## src/rtl/i2c_pkg.sv

```systemverilog
// Shared definitions for the I2C transaction arbiter slice: bus field widths,
// arbiter state encoding, R/W bit values and a round-robin pointer helper.
package i2c_pkg;

   localparam int ADDR_W = 7;
   localparam int DATA_W = 8;

   typedef logic [2:0] arb_state_t;

   localparam arb_state_t ST_IDLE      = 3'd0;
   localparam arb_state_t ST_START     = 3'd1;
   localparam arb_state_t ST_WAIT_BUSY = 3'd2;
   localparam arb_state_t ST_WAIT_IDLE = 3'd3;
   localparam arb_state_t ST_DONE      = 3'd4;

   localparam logic RW_WRITE = 1'b0;
   localparam logic RW_READ  = 1'b1;

   // Next round-robin position after client idx, wrapping modulo n.
   function automatic int unsigned rr_next(input int unsigned idx, input int unsigned n);
      return (idx + 1 >= n) ? 0 : idx + 1;
   endfunction

   // Normalise a client R/W bit onto the bus encoding.
   function automatic logic is_read(input logic rw);
      return rw == RW_READ;
   endfunction

endpackage

```

## src/rtl/i2c_txn_arbiter_rr_pick.sv

```systemverilog
// Combinational round-robin selector: picks the first asserted request at or
// after rr_ptr, wrapping modulo NUM_REQ. Outputs a one-hot select and its index.
module rr_pick #(
   parameter int NUM_REQ = 4,
   parameter int IDX_W   = 2
) (
   input  logic [NUM_REQ-1:0] req,
   input  logic [IDX_W-1:0]   rr_ptr,
   output logic [NUM_REQ-1:0] sel,
   output logic [IDX_W-1:0]   index
);

   logic             w_found;
   logic [IDX_W-1:0] w_pos;

   // Scan NUM_REQ positions starting at rr_ptr; the first set request wins.
   always_comb begin
      sel     = '0;
      index   = '0;
      w_found = 1'b0;
      w_pos   = '0;
      for (int unsigned k = 0; k < NUM_REQ; k++) begin
         w_pos = IDX_W'((32'(rr_ptr) + k) % NUM_REQ);
         if (!w_found && req[w_pos]) begin
            sel[w_pos] = 1'b1;
            index      = w_pos;
            w_found    = 1'b1;
         end
      end
   end

endmodule

```

## src/rtl/i2c_txn_arbiter.sv

```systemverilog
// Round-robin arbiter sharing one i2c_master among NUM_REQ clients.
// Latches the winner's addr/data/rw onto the master, pulses enable, waits for
// the master's ready handshake and returns rd_data with a done pulse.
// Optional watchdog: define I2C_ARB_TIMEOUT_EN to abort transactions that run
// for TIMEOUT_CYC cycles (timeout pulse, rd_data = 8'hFF).
module i2c_txn_arbiter import i2c_pkg::*; #(
   parameter int NUM_REQ     = 4,
   parameter int TIMEOUT_CYC = 20000
) (
   input  logic                      clk,
   input  logic                      rst,
   input  logic [NUM_REQ-1:0]        req,
   input  logic [ADDR_W*NUM_REQ-1:0] req_addr,
   input  logic [DATA_W*NUM_REQ-1:0] req_data,
   input  logic [NUM_REQ-1:0]        req_rw,
   output logic [NUM_REQ-1:0]        gnt,
   output logic [NUM_REQ-1:0]        done,
   output logic [DATA_W-1:0]         rd_data,
   output logic                      busy,
   output logic                      timeout,
   output logic [ADDR_W-1:0]         m_addr,
   output logic [DATA_W-1:0]         m_data_in,
   output logic                      m_rw,
   output logic                      m_enable,
   input  logic [DATA_W-1:0]         m_data_out,
   input  logic                      m_ready
);

   localparam int IDX_W = (NUM_REQ > 1) ? $clog2(NUM_REQ) : 1;

   if (NUM_REQ < 2 || NUM_REQ > 8) begin : g_bad_num_req
      $error("i2c_txn_arbiter: NUM_REQ must be in 2..8");
   end
   if (TIMEOUT_CYC < 1 || TIMEOUT_CYC > 65535) begin : g_bad_timeout
      $error("i2c_txn_arbiter: TIMEOUT_CYC must fit the 16-bit watchdog");
   end

   arb_state_t         r_state;
   logic [IDX_W-1:0]   r_rr_ptr;
   logic [IDX_W-1:0]   r_idx;
   logic [NUM_REQ-1:0] r_gnt;
   logic [NUM_REQ-1:0] r_done;
   logic               r_busy;
   logic               r_m_enable;
   logic               r_m_rw;
   logic [ADDR_W-1:0]  r_m_addr;
   logic [DATA_W-1:0]  r_m_data;
   logic [DATA_W-1:0]  r_rd_data;

   logic [NUM_REQ-1:0] w_sel;
   logic [IDX_W-1:0]   w_idx;
   logic [IDX_W-1:0]   w_ptr_next;
   logic               w_grant;
   logic               w_active;
   logic               w_wdog_hit;

   rr_pick #(
      .NUM_REQ (NUM_REQ),
      .IDX_W   (IDX_W)
   ) u_rr_pick (
      .req    (req),
      .rr_ptr (r_rr_ptr),
      .sel    (w_sel),
      .index  (w_idx)
   );

   assign w_grant    = (r_state == ST_IDLE) && (|req) && m_ready;
   assign w_active   = (r_state == ST_START) || (r_state == ST_WAIT_BUSY) ||
                       (r_state == ST_WAIT_IDLE);
   assign w_ptr_next = IDX_W'(rr_next(32'(r_idx), NUM_REQ));

`ifdef I2C_ARB_TIMEOUT_EN
   localparam int WDOG_W = 16;
   localparam logic [WDOG_W-1:0] WDOG_LAST = WDOG_W'(TIMEOUT_CYC - 1);

   logic [WDOG_W-1:0] r_wdog;
   logic              r_timeout;

   // Hit on the cycle the count would reach TIMEOUT_CYC.
   assign w_wdog_hit = w_active && (r_wdog == WDOG_LAST);

   // Watchdog counter: cleared on grant, counts while a transaction is open.
   always_ff @(posedge clk or posedge rst) begin
      if (rst) begin
         r_wdog <= '0;
      end else if (w_grant) begin
         r_wdog <= '0;
      end else if (w_active) begin
         r_wdog <= r_wdog + 1'b1;
      end
   end

   // Timeout pulse, aligned with the abort's done pulse.
   always_ff @(posedge clk or posedge rst) begin
      if (rst) begin
         r_timeout <= 1'b0;
      end else begin
         r_timeout <= w_wdog_hit;
      end
   end

   assign timeout = r_timeout;
`else
   assign w_wdog_hit = 1'b0;
   assign timeout    = 1'b0;
`endif

   // Arbitration FSM: grant, enable handshake, wait for master idle, done.
   always_ff @(posedge clk or posedge rst) begin
      if (rst) begin
         r_state    <= ST_IDLE;
         r_rr_ptr   <= '0;
         r_idx      <= '0;
         r_gnt      <= '0;
         r_done     <= '0;
         r_busy     <= 1'b0;
         r_m_enable <= 1'b0;
         r_m_rw     <= RW_WRITE;
         r_m_addr   <= '0;
         r_m_data   <= '0;
         r_rd_data  <= '0;
      end else begin
         r_done <= '0;
         if (w_wdog_hit) begin
            // Abort skips DONE, so the pointer advances here instead.
            r_done     <= r_gnt;
            r_gnt      <= '0;
            r_busy     <= 1'b0;
            r_m_enable <= 1'b0;
            r_rd_data  <= '1;
            r_rr_ptr   <= w_ptr_next;
            r_state    <= ST_IDLE;
         end else begin
            case (r_state)
               ST_IDLE: begin
                  if (w_grant) begin
                     r_idx      <= w_idx;
                     r_gnt      <= w_sel;
                     r_busy     <= 1'b1;
                     r_m_enable <= 1'b1;
                     r_m_addr   <= req_addr[w_idx*ADDR_W +: ADDR_W];
                     r_m_data   <= req_data[w_idx*DATA_W +: DATA_W];
                     r_m_rw     <= is_read(req_rw[w_idx]) ? RW_READ : RW_WRITE;
                     r_state    <= ST_START;
                  end
               end
               ST_START: begin
                  if (!m_ready) begin
                     r_m_enable <= 1'b0;
                     r_state    <= ST_WAIT_BUSY;
                  end
               end
               ST_WAIT_BUSY: begin
                  r_state <= ST_WAIT_IDLE;
               end
               ST_WAIT_IDLE: begin
                  if (m_ready) begin
                     r_rd_data <= m_data_out;
                     r_done    <= r_gnt;
                     r_gnt     <= '0;
                     r_busy    <= 1'b0;
                     r_state   <= ST_DONE;
                  end
               end
               ST_DONE: begin
                  r_rr_ptr <= w_ptr_next;
                  r_state  <= ST_IDLE;
               end
               default: begin
                  r_state <= ST_IDLE;
               end
            endcase
         end
      end
   end

   assign gnt       = r_gnt;
   assign done      = r_done;
   assign busy      = r_busy;
   assign rd_data   = r_rd_data;
   assign m_addr    = r_m_addr;
   assign m_data_in = r_m_data;
   assign m_rw      = r_m_rw;
   assign m_enable  = r_m_enable;

endmodule
```

## config.mk

```make
export PLATFORM = sky130hd
export DESIGN_NAME = i2c_txn_arbiter
export DESIGN_NICKNAME = d
export VERILOG_FILES = /design/src/rtl/i2c_pkg.sv /design/src/rtl/i2c_txn_arbiter_rr_pick.sv /design/src/rtl/i2c_txn_arbiter.sv
export SDC_FILE = /design/constraint.sdc
export NUM_CORES = 1
export LEC_CHECK = 0
export ABC_AREA = 0
export ABC_CLOCK_PERIOD_IN_PS = 3700
export BUFFER_PORTS_ARGS = -buffer_cell sky130_fd_sc_hd__buf_2
export CAP_MARGIN = 40
export CORE_MARGIN = 10
export CORE_UTILIZATION = 38
export CTS_CLUSTER_DIAMETER = 100
export DETAILED_ROUTE_END_ITERATION = 7
export GPL_ROUTABILITY_DRIVEN = 1
export GPL_TIMING_DRIVEN = 0
export PLACE_DENSITY_LB_ADDON = 0.05
export SLEW_MARGIN = 20
export SYNTH_ARGS = -nofsm -noshare
export SYNTH_HDL_FRONTEND = slang
export SYNTH_SLANG_ARGS = --single-unit
```

## constraint.sdc

```tcl
create_clock -name clk -period 3.7 [get_ports clk]
set_clock_uncertainty 0.15 [all_clocks]
set_input_delay 0.74 -clock clk [delete_from_list [all_inputs] [get_ports clk]]
set_output_delay 0.74 -clock clk [all_outputs]
set_load 0.05 [all_outputs]
```

==> results.tsv <==
metric	value	unit
worst_hold_path_type	primary input to asynchronous set/reset pin	
peakVddDrop	0.388	mV
worst-setup-path-type	flop to flop	
cp-end-kind	flop	
place.gp.congestion	0.816	
post-route-min-period	3410	ps
cp_max_fo	10	
cts-root-buf	clkbuf_8	
detail-route-antenna-nets	0	
async_flop_share	1.00	
cp_num_buf_inv	5	
setup_viol_count_final	0	
dr.pass1.iters	4	
clock_latency	300	ps
crit_chain	buf_2 -> inv_1 -> ha_1 -> clkbuf_1 -> mux4_2 -> buf_4 -> o21ai_0 -> clkbuf_2 -> o221ai_1 -> a21o_1 -> a31oi_1	
slowest_stage	dfrtp_2	
synth_area_per_cell	8.77	um2
die_w	108	um
syn_area	2940	um2
use_met1	0.207	
globalRouteMet3Util	0.0665	
yosys-top-cells-area	dfrtp_1 (35%), nand2_1 (5.0%), nand3_1 (4.9%), mux2i_1 (4.4%), ha_1 (3.8%)	
numClockSinks	41	
yosysTopAreaCellShare	0.349	
cts_made_buffers	5	
maxSlewHeadroom	0.534	
tns	0	ps
max_stage_delay	470	ps
use_met2	0.256	
route.detailed.drc	0	
worstMarginPinSlew	695	ps
ys_warn_count	0	
initial_core_util	0.386	
ioPinCount	114	
synth_area_leader_cell	dfrtp_1	
netlist_instances	335	
cts_tree	yes	
first_global_vias	3139	
rows	32	
required	3770	ps
nets	543	
wl_per_cell	17.5	um
die_h	108	um
hold_violations	0	
drt_wl_total	9.74	mm
synth.top_cells.by_count	dfrtp_1 (41), nand2_1 (39), nand3_1 (29)	
antenna_found_initial	0	
path_delay_family	buffers and inverters	
startpoint_type	flop	
period_share	0.921	
power.share.switching	0.529	
path_clk_slew	90	ps
pwr-share-comb	0.685	
syn_nets	423	
switchingPower	1.95	mW
vias_per_cell	5.44	
vias	3038	
initialDrtViolationCount	109	
worst_hold_slack	240	ps
internal-power	1.73	mW
core	7610	um2
power_leakage	1.82	nW
place_inst	548	
grt_remaining_overflow	0	
clock_power_share	0.106	
diodes	0	
reg2reg_slack	290	ps
ys_seq_elements	41	
drv_slew	0	
top_usage_layer	met2	
clk_path_buf_depth	2	
layout-drive-gt1-share	0.349	
synth_edf_count	0	
power_density	976	nW/um2
rsz0062_at_grt	no	
track_usage	0.164	
fill_cells	767	
fmax	294	MHz
area_growth	28.5	%
p_seq_frac	0.209	
dieArea	11600	um2
grt_max_degree	28	
synthDistinctLibCells	48	
htreeDepth	2	
hpwl	7.62	mm
yosysMostFrequentCell	dfrtp_1	
ys.flop_type	dfrtp_1	
ys_seq_area_frac	0.349	
grt_pass1_wl	15.6	mm
cp.arrival	3480	ps
io_buffers	110	
cap_violations	0	
finalNonFillerCells	558	
status	complete, no violations	
==> cell families (layout without fill, tap and decap cells) <==
kind of cell / count (synthesis) / after routing / share of synthesized area
multiplexers: 22 / 22 / 0.0865
buffers and inverters: 36 / 157 / 0.0643
adder cells (fa/ha/maj): 9 / 9 / 0.0383
AO/OA/AOI/OAI: 99 / 99 / 0.248
flip-flops: 41 / 41 / 0.349
other: 1 / 1 / 0.00128
AND/OR/NAND/NOR: 127 / 127 / 0.212
==> per-stage QoR <==
stage               power, mW   util  instance area (um2)  setup slack (ps)
floorplan                2.67      -                 2940               628
global placement         3.25  0.475                 3620               106
detailed placement       3.29  0.478                 3640               101
CTS                      3.68  0.494                 3760              66.8
global route             3.99  0.496                 3780              11.3
finish                   3.68  0.496                 3780               293
==> layout make-up <==
class	count	area [um2]	area share
well taps	102	128	0.0338
inverters	5	18.8	0.00497
multi-input cells	258	1730	0.457
flip-flops and latches	41	1030	0.272
clock buffers	6	82.6	0.0219
plain buffers	31	171	0.0454
clock inverters	2	37.5	0.00994
repair buffers	113	586	0.155
==> layout by cell type, fill, tap and decap left out, types with 6 or more instances in the layout <==
cell type | synthesis | routed
mux2i_1 | 13 | 13
clkbuf_8 | 0 | 6
nand2_1 | 39 | 39
o211ai_1 | 9 | 9
a31oi_1 | 10 | 10
clkbuf_1 | 15 | 14
o21ai_1 | 6 | 6
a22oi_1 | 13 | 13
a21oi_1 | 6 | 6
o221ai_1 | 9 | 9
o21ai_0 | 9 | 9
dfrtp_1 | 41 | 40
mux2_2 | 7 | 7
ha_1 | 9 | 9
and2_1 | 7 | 7
nand3b_1 | 7 | 7
nor2_1 | 24 | 23
buf_2 | 6 | 116
nand3_1 | 29 | 29
a21o_1 | 10 | 10
==> metal layers <==
metal / part of all wire / up-vias
li1: - / 1487
met1: 0.43 / 1422
met2: 0.46 / 122
met3: 0.10 / 7
met4: 0.010 / 0
met5: 0 / -
==> final timing paths <==
check	from	endpoint	cells after the start
max	r_rr_ptr[0]	m_addr[6]	11
max reg2reg	r_rr_ptr[0]	m_addr[6]	11
min reg2reg	rd_data[5]	rd_data[5]	2
min in group clk	rd_data[5]	rd_data[5]	2
max in group asynchronous	rst	r_rr_ptr[0]	3
min	rst	done[3]	2
==> timing repair <==
action / CTS / global route
hold buffers: 0 / 0
endpoints found under the setup margin: 0 / 18
buffers inserted: 0 / 2
resized for setup: 0 / 4
==> registers in the layout, indices dropped and copies added (netlist names), 2 cells and up <==
name,count
rd_data,8
m_addr,7
r_rr_ptr,2
r_idx,2
r_state,3
gnt,4
done,4
m_data_in,8
==> power groups by stage <==
stage | Clock (mW) | Combinational, mW | Sequential [mW]
2_1_floorplan | 0 | 1.37 | 1.30
3_3_place_gp | 0 | 2.48 | 0.774
3_5_place_dp | 0 | 2.51 | 0.776
4_1_cts | 0.403 | 2.51 | 0.769
5_1_grt | 0.428 | 2.76 | 0.799
6_report | 0.392 | 2.52 | 0.770
(Power assumes the default switching activity.)
